<file path="src/rtl/puf_pkg.sv">
// puf_pkg: shared state encoding, LFSR constants and defaults for the PUF challenge sequencer
package puf_pkg;
    typedef enum logic [2:0] {IDLE, APPLY, FIRE, CAPTURE, EMIT, DONE} state_t;
    localparam int LFSR_W = 8;
    localparam logic [LFSR_W-1:0] LFSR_TAPS = 8'b1011_1000;
    localparam int C_LENGTH_DEF = 8;
    localparam int R_WIDTH_DEF = 7;
    localparam logic [LFSR_W-1:0] ZERO_SEED_SUB = 8'h01;
    function automatic logic [LFSR_W-1:0] lfsr_step(input logic [LFSR_W-1:0] c);
        return {c[LFSR_W-2:0], ^(c & LFSR_TAPS)};
    endfunction
endpackage

</file>
<file path="src/rtl/puf_resp_sync.sv">
// puf_resp_sync: two-flop synchronizer for the asynchronous PUF response bus
module puf_resp_sync #(
    parameter int R_WIDTH = 7
) (
    input  logic               clk,
    input  logic               rst_n,
    input  logic [R_WIDTH-1:0] d,
    output logic [R_WIDTH-1:0] q
);
    logic [R_WIDTH-1:0] meta;
    always_ff @(posedge clk) begin
        if (!rst_n) begin
            meta <= '0;
            q    <= '0;
        end else begin
            meta <= d;
            q    <= meta;
        end
    end
endmodule

</file>
<file path="src/rtl/puf_challenge_sequencer.sv">
// puf_challenge_sequencer: LFSR challenge driver and response capture for the arbiter PUF; optional PUF_MAJORITY_VOTE_EN
module puf_challenge_sequencer
    import puf_pkg::*;
#(
    parameter int C_LENGTH      = C_LENGTH_DEF,
    parameter int R_WIDTH       = R_WIDTH_DEF,
    parameter int SETTLE_CYCLES = 4,
    parameter int PULSE_CYCLES  = 2,
    parameter int VOTE_COUNT    = 3
) (
    input  logic                clk,
    input  logic                rst_n,
    input  logic                start,
    input  logic [7:0]          seed,
    input  logic [7:0]          count,
    output logic [C_LENGTH-1:0] ichallenge,
    output logic                ipulse,
    input  logic [R_WIDTH-1:0]  oresponse,
    output logic                out_valid,
    input  logic                out_ready,
    output logic [7:0]          out_challenge,
    output logic [R_WIDTH-1:0]  out_response,
    output logic                busy,
    output logic                done
);
    if (SETTLE_CYCLES < 1 || PULSE_CYCLES < 1 || VOTE_COUNT % 2 == 0 || VOTE_COUNT > 15) begin : g_bad_params
        $error("puf_challenge_sequencer: illegal parameter combination");
    end

    state_t state, state_nx;
    logic [7:0] phase;
    logic last_phase, last_rep;
    logic [8:0] remaining;
    logic [LFSR_W-1:0] lfsr;
    logic [R_WIDTH-1:0] resp, resp_sync, resp_next;

    puf_resp_sync #(.R_WIDTH(R_WIDTH)) u_sync (
        .clk  (clk),
        .rst_n(rst_n),
        .d    (oresponse),
        .q    (resp_sync)
    );

    always_ff @(posedge clk) begin
        if (!rst_n) state <= IDLE;
        else state <= state_nx;
    end

    always_comb begin
        last_phase = (state == APPLY) ? phase == 8'(SETTLE_CYCLES - 1) :
                     (state == FIRE)  ? phase == 8'(PULSE_CYCLES - 1)  : phase == 8'd2;
        state_nx = state;
        case (state)
            IDLE:    state_nx = start ? APPLY : IDLE;
            APPLY:   state_nx = last_phase ? FIRE : APPLY;
            FIRE:    state_nx = last_phase ? CAPTURE : FIRE;
            CAPTURE: state_nx = !last_phase ? CAPTURE : last_rep ? EMIT : APPLY;
            EMIT:    state_nx = !out_ready ? EMIT : (remaining == 9'd1) ? DONE : APPLY;
            default: state_nx = IDLE;
        endcase
    end

    assign ichallenge    = C_LENGTH'(lfsr);
    assign ipulse        = state == FIRE;
    assign out_valid     = state == EMIT;
    assign out_challenge = lfsr;
    assign out_response  = resp;
    assign busy          = state inside {APPLY, FIRE, CAPTURE, EMIT};
    assign done          = state == DONE;

    always_ff @(posedge clk) begin
        if (!rst_n) begin
            phase     <= '0;
            remaining <= '0;
            lfsr      <= '0;
            resp      <= '0;
        end else begin
            phase <= (state_nx != state) ? 8'd0 : phase + 8'd1;
            if (state == IDLE && start) begin
                lfsr      <= (seed == 8'h00) ? ZERO_SEED_SUB : seed;
                remaining <= (count == 8'h00) ? 9'd256 : {1'b0, count};
            end
            if (state == EMIT && out_ready) begin
                remaining <= remaining - 9'd1;
                if (remaining != 9'd1) lfsr <= lfsr_step(lfsr);
            end
            if (state == CAPTURE && last_phase && last_rep) resp <= resp_next;
        end
    end

`ifdef PUF_MAJORITY_VOTE_EN
    logic [3:0] rep;
    logic [3:0] acc [R_WIDTH];
    assign last_rep = rep == 4'(VOTE_COUNT - 1);
    // The final repetition's bit is folded in directly rather than waiting a cycle
    always_comb begin
        resp_next = '0;
        for (int i = 0; i < R_WIDTH; i++)
            resp_next[i] = (acc[i] + 4'(resp_sync[i])) > 4'(VOTE_COUNT / 2);
    end
    always_ff @(posedge clk) begin
        if (!rst_n) begin
            rep <= '0;
            for (int i = 0; i < R_WIDTH; i++) acc[i] <= '0;
        end else if (state == CAPTURE && last_phase) begin
            rep <= last_rep ? 4'd0 : rep + 4'd1;
            for (int i = 0; i < R_WIDTH; i++) acc[i] <= last_rep ? 4'd0 : acc[i] + 4'(resp_sync[i]);
        end
    end
`else
    assign last_rep  = 1'b1;
    assign resp_next = resp_sync;
`endif
endmodule
</file>
<file path="config.mk">
export PLATFORM = sky130hd
export DESIGN_NAME = puf_challenge_sequencer
export DESIGN_NICKNAME = d
export VERILOG_FILES = /design/src/rtl/puf_pkg.sv /design/src/rtl/puf_resp_sync.sv /design/src/rtl/puf_challenge_sequencer.sv
export SDC_FILE = /design/constraint.sdc
export NUM_CORES = 1
export LEC_CHECK = 0
export CORE_MARGIN = 5
export CORE_UTILIZATION = 40
export CTS_BUF_LIST = sky130_fd_sc_hd__clkbuf_2
export DETAILED_ROUTE_END_ITERATION = 10
export PLACE_DENSITY = 0.67
export RECOVER_POWER = 100
export SYNTH_ARGS = -nofsm -noshare
export SYNTH_HDL_FRONTEND = slang
export SYNTH_SLANG_ARGS = --single-unit
</file>
<file path="constraint.sdc">
create_clock -name clk -period 1.65 [get_ports clk]
set_input_delay 0.495 -clock clk [delete_from_list [all_inputs] [get_ports clk]]
set_output_delay 0.495 -clock clk [all_outputs]
set_load 0.05 [all_outputs]
</file>
==> results of run 1 <==
flip-flops by register name, summed over array words and instances (netlist names):
name and cells:
ichallenge 8, out_response 7, phase 8, remaining 9
state 3, u_sync.meta 7, u_sync.q 7
worst reg2reg max path, cell delays in order, from the launching register on:
cell	delay, ns
dfxtp_2	0.40
buf_4	0.13
buf_6	0.11
buf_6	0.12
buf_16	0.12
buf_4	0.13
or3b_4	0.36
a32oi_2	0.21
o21bai_4	0.18
nor3_1	0.06
power by group through the flow:
stage                     Combinational [mW]  Sequential (mW)  Clock, mW
final                                  0.640             1.29      0.557
after global placement                 0.554             1.31          0
after global routing                   0.676             1.30      0.628
after detailed placement               0.560             1.31          0
after CTS                              0.609             1.30      0.570
after floorplan                        0.276             1.33          0
worst min path at each step:
stage                                  to  slack, ns           start  depth (start not counted)
after floorplan               u_sync.q[0]       0.41  u_sync.meta[0]                          1
after global placement        u_sync.q[0]       0.41  u_sync.meta[0]                          1
after detailed placement      u_sync.q[6]       0.42  u_sync.meta[6]                          1
after CTS                 out_response[6]       0.46     u_sync.q[6]                          2
after global routing          u_sync.q[5]       0.49  u_sync.meta[5]                          1
final                     out_response[6]       0.46     u_sync.q[6]                          2
layer usage:
layer | vias to the layer above | track usage, %
met5 | - | 0
met4 | 0 | 5.76
met3 | 13 | 2.88
met2 | 38 | 29.0
met1 | 1064 | 20.7
li1 | 1122 | -
stage by stage:
stage | instance area [sq um] | cells | hold slack, ns | setup slack (ns)
finish | 3770 | 431 | 0.459 | -0.274
global route | 3770 | 431 | 0.489 | -0.366
CTS | 3760 | 426 | 0.465 | -0.298
detailed placement | 3430 | 403 | 0.419 | -0.517
global placement | 3430 | 403 | 0.413 | -0.524
floorplan | 2400 | 261 | 0.412 | -0.101
layout by cell type (no fill, tap or decap), drive strengths merged, types with 2 or more instances in the layout:
| cell | count |
|---|---|
| xnor2 | 7 |
| xor2 | 5 |
| nand2 | 31 |
| a311oi | 8 |
| nor3 | 6 |
| a221oi | 2 |
| dfxtp | 49 |
| mux2i | 2 |
| clkdlybuf4s50 | 25 |
| o311ai | 2 |
| o22ai | 2 |
| nor4 | 5 |
| a21oi | 7 |
| and2 | 16 |
| clkbuf | 16 |
| a31oi | 3 |
| nor3b | 4 |
| buf | 77 |
| or4b | 2 |
| nand4bb | 2 |
| or4 | 2 |
| nor2b | 2 |
| nand3 | 12 |
| a32oi | 3 |
| o21ai | 12 |
| and3 | 2 |
| o211ai | 2 |
| ha | 3 |
| nand4 | 2 |
| nor2 | 22 |
| inv | 7 |
| nand2b | 2 |
| a22oi | 2 |
cell families (layout without fill, tap and decap cells):
group | count (synthesis) | after routing
AO/OA/AOI/OAI | 49 | 49
XOR/XNOR | 12 | 12
adder cells (fa/ha/maj) | 3 | 3
buffers and inverters | 29 | 127
flip-flops | 49 | 49
multiplexers | 2 | 2
AND/OR/NAND/NOR | 117 | 117
final cells by class:
cell class                 instances  area [sq um]  area share, %
multi-input combinational        183          1400           37.1
clock buffer                       5          25.0          0.664
tap                               72          90.1           2.39
sequential                        49           998           26.5
clock inverter                     3          28.8          0.764
timing repair buffer             114          1210           32.0
inverter                           5          18.8          0.498
timing repair:
action	4_1_cts	5_1_grt
cloned	3	1
endpoints found under the setup margin	29	26
setup buffers	12	5
pin swaps	12	21
gates resized for setup	40	31
hold endpoints to repair	0	0
==> results.tsv, run 1 <==
stage	metric	value	unit
status	status	finished with violations	
status	failing checks	negative setup slack	
floorplanning	# IOs	54	
pwr	leakage	1.48	nW
sta	RSZ-0062 raised after global routing	true	
clock_network	CTS tree	done	
global_route	vias in the first global route	2121	
setup_path	Max FO, Critical Path	5	
placed_design	IO Port Bufs	53	
layout	Fill cells	424	
pwr	PD cells	661	nW/um^2
pwr	Switching Share	31.9	%
placed_design	hpwl dp	4.12	mm
setup_path	WP data arrival	1.43	ns
layout	Layout Nets	388	
layout	final core area utilization	68.0	%
pwr	Design Power	2.49	mW
clock_network	clock buffer count from CTS	5	
setup_path	Setup crit end kind	primary output	
yosys	post-synthesis area per instance	8.76	sq um
yosys	mux cell area share after synthesis	0.875	%
clock_network	maximum clock path buffer count	2	
sta	Tcrit/Tclk final	117	%
yosys	EDFF count, synth	0	
sta	Least-Margin Pin Slew	0.405	ns
floorplanning	die width	85.6	um
yosys	area share of fa/ha/maj cells after synthesis	1.64	%
clock_network	CTS H-tree depth	2	
route	Starting DRT DRC Count	131	
global_route	Overall Global Routing Usage	16.6	%
setup_path	Required @ worst endpoint	1.15	ns
yosys	Syn Nets	291	
floorplanning	Core Area	5540	sq um
floorplanning	num rows	27	
sta	Fmax	520	MHz
yosys	FFs w/ async S/R, synth	0	%
setup_path	r2r worst-path depth	9	
clock_network	Clock Latency Late Sink	0.44	ns
route	Antenna Nets Post-Route	0	
setup_path	CP delay by family, top	flip-flops	
clock_network	clk slew on worst S/H paths	0.28	ns
setup_path	crit-path cells	buf_8, buf_6, nor3b_4, buf_12	
floorplanning	Initial Util	41.3	%
route	DRT met1 WL	2.81	mm
yosys	synth top area cells	dfxtp_1 43%, nand2_1 5.1%, and2_1 4.4%	
sta	final worst slack	-0.274	ns
sta	final setup vio count	29	
global_route	first-pass GRT wire length	9.98	mm
pwr	clock power share	22.4	%
yosys	sequential element share of the synthesized area	42.9	%
yosys	Synth Area in Compound Gates	15.6	%
setup_path	Critical-path top delay cell	dfxtp_2	
pwr	Max VDD drop	0.605	mV
yosys	synth warn	0	
yosys	top post-synthesis cells by count	49 x dfxtp_1, 31 x nand2_1, 21 x nor2_1	
pwr	Reg power frac	51.9	%
yosys	XOR/XNOR share of the synthesized area	4.60	%
sta	Final Hold Vio Count	0	
sta	Setup Skew	0.0158	ns
setup_path	critical setup path kind	register to primary output	
setup_path	crit-path max cell delay	0.40	ns
pwr	Net Sw Power	0.793	mW
route	met3 wire len	191	um
yosys	cell with the most instances after synthesis	dfxtp_1	
route	vias per cell	5.19	
global_route	initial antenna violation count	0	
setup_path	CP startpoint	state[0]	
setup_path	WP depth	4	
floorplanning	die height	85.6	um
layout	n_diodes	0	
setup_path	R2R Path End	phase[0]	
setup_path	Worst Setup EP	ipulse	
global_route	largest net degree at the start of global routing	28	
setup_path	Worst setup SP type	register	
sta	min cycle time layout	1.92	ns
yosys	Post-Syn Instances	261	
route	drt wl/cell	14.9	um
clock_network	Hold Buf Count CTS	0	
route	DR WL met2	3.28	mm
route	Max Used Layer	met4	
run	total of max-cap violations	0	
route	# DRC	0	
yosys	Post-Synth Simple-Gate Area	27.8	%
sta	setup TNS	-4.85	ns
setup_path	Worst R2R Start	state[0]	
yosys	Seq cells post-synth	49	
route	First-pass DRT Iterations	4	
setup_path	crit path buf inv count	3	
route	routed wire length	6.40	mm
route	vias	2237	
pwr	Comb pwr share	25.7	%
yosys	Synth Flop Type	dfxtp_1	
floorplanning	Die Area	7330	sq um
clock_network	Sink Count	49	
layout	Area growth syn-to-layout	64.7	%
sta	final-report max-slew violation count	0	
sta	slew margin rel.	73.0	%
yosys	Yosys top cell area share	42.9	%
yosys	largest family of logic cells by synthesized area	simple AND/OR/NAND/NOR gates	
pwr	Internal Pwr Total	1.69	mW
yosys	Unique masters post-synth	50	
hold_path	Hold Path Class	register to register	
global_route	Congestion Overflow GR	0	
yosys	Synth Cell Area	2290	sq um
yosys	cell taking the most area after synthesis	dfxtp_1	
placed_design	Placer Congestion	0.945	
layout	share of cells above drive strength 1	42.9	%
clock_network	CTS root buffer	clkbuf_2	
setup_path	R2R setup slack	-0.22	ns
(Power assumes the default switching activity.)
==> inputs of run 2 (changes only) <==
--- a/config.mk
+++ b/config.mk
@@ -5,6 +5,7 @@
 export SDC_FILE = /design/constraint.sdc
 export NUM_CORES = 1
 export LEC_CHECK = 0
+export ABC_AREA = 1
 export CORE_MARGIN = 5
 export CORE_UTILIZATION = 40
 export CTS_BUF_LIST = sky130_fd_sc_hd__clkbuf_2
==> run 2 against run 1 <==
Against the previous run: power increased by 1.7%; the flow still finishes with violations (negative setup slack); setup slack lost 0.10 ns; routed wire length is 13% lower; sequential share of layout area increased by 2.5 points; critical endpoint is now out_valid; synthesized area rose by 2.2%; first-iteration DRC count is 53% lower; largest power group unchanged; critical path depth rose by 2; synthesized cell count is 21% higher; final cell count up 8.8%.
==> results.tsv, run 2 <==
stage	metric	value	unit	change
sta	Final Hold Vio Count	0		unchanged
setup_path	Worst R2R Start	state[1]		was state[0]
sta	min cycle time layout	2.02	ns	was 1.92 ns
yosys	cell taking the most area after synthesis	dfxtp_1		unchanged
yosys	Yosys top cell area share	41.9	%	was 42.9%
status	failing checks	negative setup slack		unchanged
yosys	FFs w/ async S/R, synth	0	%	unchanged
layout	register area	1000	sq um	was 998 sq um
yosys	cell with the most instances after synthesis	nand2_1		was dfxtp_1
layout	commonest cells after routing, fill and taps aside	81 x nand2_1, 40 x dfxtp_1, 34 x buf_4, 33 x inv_1, 27 x nor2_1		was 49 x buf_4, 37 x dfxtp_1, 28 x nand2_1, 25 x clkdlybuf4s50_1, 15 x buf_12
clock_network	CTS tree	done		unchanged
sta	Least-Margin Pin Slew	0.521	ns	was 0.405 ns
route	routed wire length	5.59	mm	was 6.40 mm
run	total of max-cap violations	0		unchanged
yosys	synth warn	0		unchanged
clock_network	CTS H-tree depth	2		unchanged
layout	most common cell after layout, fill and taps aside	nand2_1		was buf_4
setup_path	Setup crit end kind	primary output		unchanged
floorplanning	Die Area	7480	sq um	was 7330 sq um
yosys	Synth Cell Area	2340	sq um	was 2290 sq um
hold_path	Hold Path Class	register to register		unchanged
setup_path	critical setup path kind	register to primary output		unchanged
floorplanning	die width	86.5	um	was 85.6 um
layout	Area growth syn-to-layout	47.2	%	was 64.7%
yosys	post-synthesis area per instance	7.40	sq um	was 8.76 sq um
placed_design	Placer Congestion	0.923		was 0.945
sta	RSZ-0062 raised after global routing	true		unchanged
layout	share of cells above drive strength 1	28.5	%	was 42.9%
route	drt wl/cell	11.9	um	was 14.9 um
clock_network	CTS root buffer	clkbuf_2		unchanged
yosys	synth top area cells	dfxtp_1 42%, nand2_1 13%, inv_1 6.3%		was dfxtp_1 43%, nand2_1 5.1%, and2_1 4.4%
setup_path	CP startpoint	state[0]		unchanged
clock_network	Sink Count	49		unchanged
setup_path	Required @ worst endpoint	1.15	ns	about the same
floorplanning	num rows	27		unchanged
layout	Fill cells	504		was 424
pwr	Max VDD drop	0.546	mV	was 0.605 mV
clock_network	maximum clock path buffer count	2		unchanged
route	vias per cell	4.82		was 5.19
layout	Layout Nets	426		was 388
sta	Tcrit/Tclk final	123	%	was 117%
sta	final-report max-slew violation count	0		unchanged
layout	n_diodes	0		unchanged
setup_path	WP data arrival	1.53	ns	was 1.43 ns
yosys	Unique masters post-synth	31		was 50
yosys	Syn Nets	346		was 291
yosys	Seq cells post-synth	49		unchanged
clock_network	clock buffer count from CTS	5		unchanged
placed_design	IO Port Bufs	53		unchanged
yosys	sequential element share of the synthesized area	41.9	%	was 42.9%
yosys	EDFF count, synth	0		unchanged
floorplanning	# IOs	54		unchanged
pwr	leakage	1.52	nW	was 1.48 nW
placed_design	Post-Place Worst Slack	-0.143	ns	was -0.517 ns
global_route	largest net degree at the start of global routing	18		was 28
sta	slew margin rel.	65.3	%	was 73.0%
route	# DRC	0		unchanged
global_route	initial antenna violation count	0		unchanged
status	status	finished with violations		unchanged
hold_path	Hold Path Origin	u_sync.meta[6]		was u_sync.q[6]
placed_design	hpwl dp	4.22	mm	was 4.12 mm
clock_network	clk slew on worst S/H paths	0.28	ns	about the same
layout	max FFs per register	9		unchanged
sta	Fmax	494	MHz	was 520 MHz
route	First-pass DRT Iterations	4		unchanged
layout	final core area utilization	61.4	%	was 68.0%
route	Starting DRT DRC Count	62		was 131
global_route	Congestion Overflow GR	0		unchanged
yosys	Post-Syn Instances	316		was 261
pwr	Design Power	2.53	mW	was 2.49 mW
global_route	vias in the first global route	2109		was 2121
layout	area of the multi-input gates	1140	sq um	was 1400 sq um
layout	largest reg by FF count	remaining		unchanged
route	Antenna Nets Post-Route	0		unchanged
route	vias	2261		was 2237
sta	final setup vio count	11		was 29
sta	final worst slack	-0.374	ns	was -0.274 ns
floorplanning	die height	86.5	um	was 85.6 um
global_route	first-pass GRT wire length	9.28	mm	was 9.98 mm
sta	Setup Skew	0.0294	ns	was 0.0158 ns
floorplanning	Core Area	5610	sq um	was 5540 sq um
pwr	PD cells	735	nW/um^2	was 661 nW/um^2
yosys	top post-synthesis cells by count	80 x nand2_1, 49 x dfxtp_1, 39 x inv_1		was 49 x dfxtp_1, 31 x nand2_1, 21 x nor2_1
yosys	Synth Flop Type	dfxtp_1		unchanged
floorplanning	Initial Util	41.7	%	was 41.3%
setup_path	Max FO, Critical Path	3		was 5
setup_path	Worst setup SP type	register		unchanged
global_route	Overall Global Routing Usage	15.4	%	was 16.6%
clock_network	Clock Latency Late Sink	0.45	ns	was 0.44 ns
[run 2: cell types whose count changed after synthesis, moves of 5 or more]
cell,previous run,this run
a21oi_1,7,17
nand2_1,31,80
inv_1,5,39
nand2_2,0,6
clkbuf_1,12,5
nor2_1,21,28
inv_2,0,5
and2_1,16,0
[run 2: worst paths after layout]
| path | end | slack [ns] | cells after the start |
|---|---|---|---|
| max | out_valid | -0.37 | 6 |
| min | u_sync.q[6] | 0.43 | 2 |
| max reg2reg | phase[3] | -0.02 | 14 |
| min reg2reg | u_sync.q[6] | 0.43 | 2 |
[run 2: per-layer routing]
metal	global-route usage [%]	vias up	share of wire [%]	wire length [um]
li1	-	1162	-	-
met1	17.3	1036	42	2360
met2	28.1	54	51	2860
met3	3.61	9	5.4	301
met4	5.24	0	1.2	68
met5	0	-	0	0
[run 2: cells by family (layout without fill, tap and decap cells)]
logic type               count (synthesis)  in the layout  synth area share (%)
AND/OR/NAND/NOR                        155            155                  31.5
AO/OA/AOI/OAI                           39             39                  10.2
adder cells (fa/ha/maj)                  3              3                  1.61
XOR/XNOR                                10             10                  3.75
buffers and inverters                   60            141                  11.0
flip-flops                              49             49                  41.9
[run 2: cell type report]
class                   instances  area share, %
multi-input cells             207           33.2
flip-flops and latches         49           29.0
clock inverters                 3          0.727
repair buffers                 88           28.3
inverters                      45           5.45
well taps                      72           2.62
clock buffers                   5          0.727
[run 2: timing repair]
item / CTS / global route
gates resized for setup: 26 / 11
hold endpoints to repair: 0 / 0
setup endpoints to repair: 23 / 36
hold buffers: 0 / 0
gates cloned: 0 / 0
pin swaps: 6 / 3
setup buffers: 7 / 3
[run 2: stage by stage]
stage,setup TNS [ns],std cells,cell area (sq um),hold WS [ns]
after floorplan,-0.248,316,2350,0.390
after global placement,-1.98,451,3340,0.393
after detailed placement,-2.39,451,3340,0.401
after CTS,-1.35,466,3490,0.437
after global routing,-3.49,469,3440,0.455
final,-1.27,469,3440,0.433
[run 2: report_power, final]
group	internal [mW]	leakage [nW]	total [mW]	switching [mW]
clock	0.113	0.0296	0.524	0.411
sequential	1.24	0.406	1.31	0.0621
combinational	0.313	1.08	0.702	0.388
total	1.67	1.52	2.53	0.861
[run 2: worst max-delay path, cell delays in order, from the launching register on]
cell,delay (ns)
dfxtp_4,0.43
nor2_2,0.11
inv_1,0.08
nor2_4,0.11
buf_4,0.12
buf_4,0.11
buf_12,0.12
==> inputs of run 3 (changes only) <==
--- a/config.mk
+++ b/config.mk
@@ -6,6 +6,7 @@
 export NUM_CORES = 1
 export LEC_CHECK = 0
 export ABC_AREA = 1
+export CAP_MARGIN = 20
 export CORE_MARGIN = 5
 export CORE_UTILIZATION = 40
 export CTS_BUF_LIST = sky130_fd_sc_hd__clkbuf_2
==> results of run 3 <==
No change in the layout: final DEF, timing and power equal those of run 2.
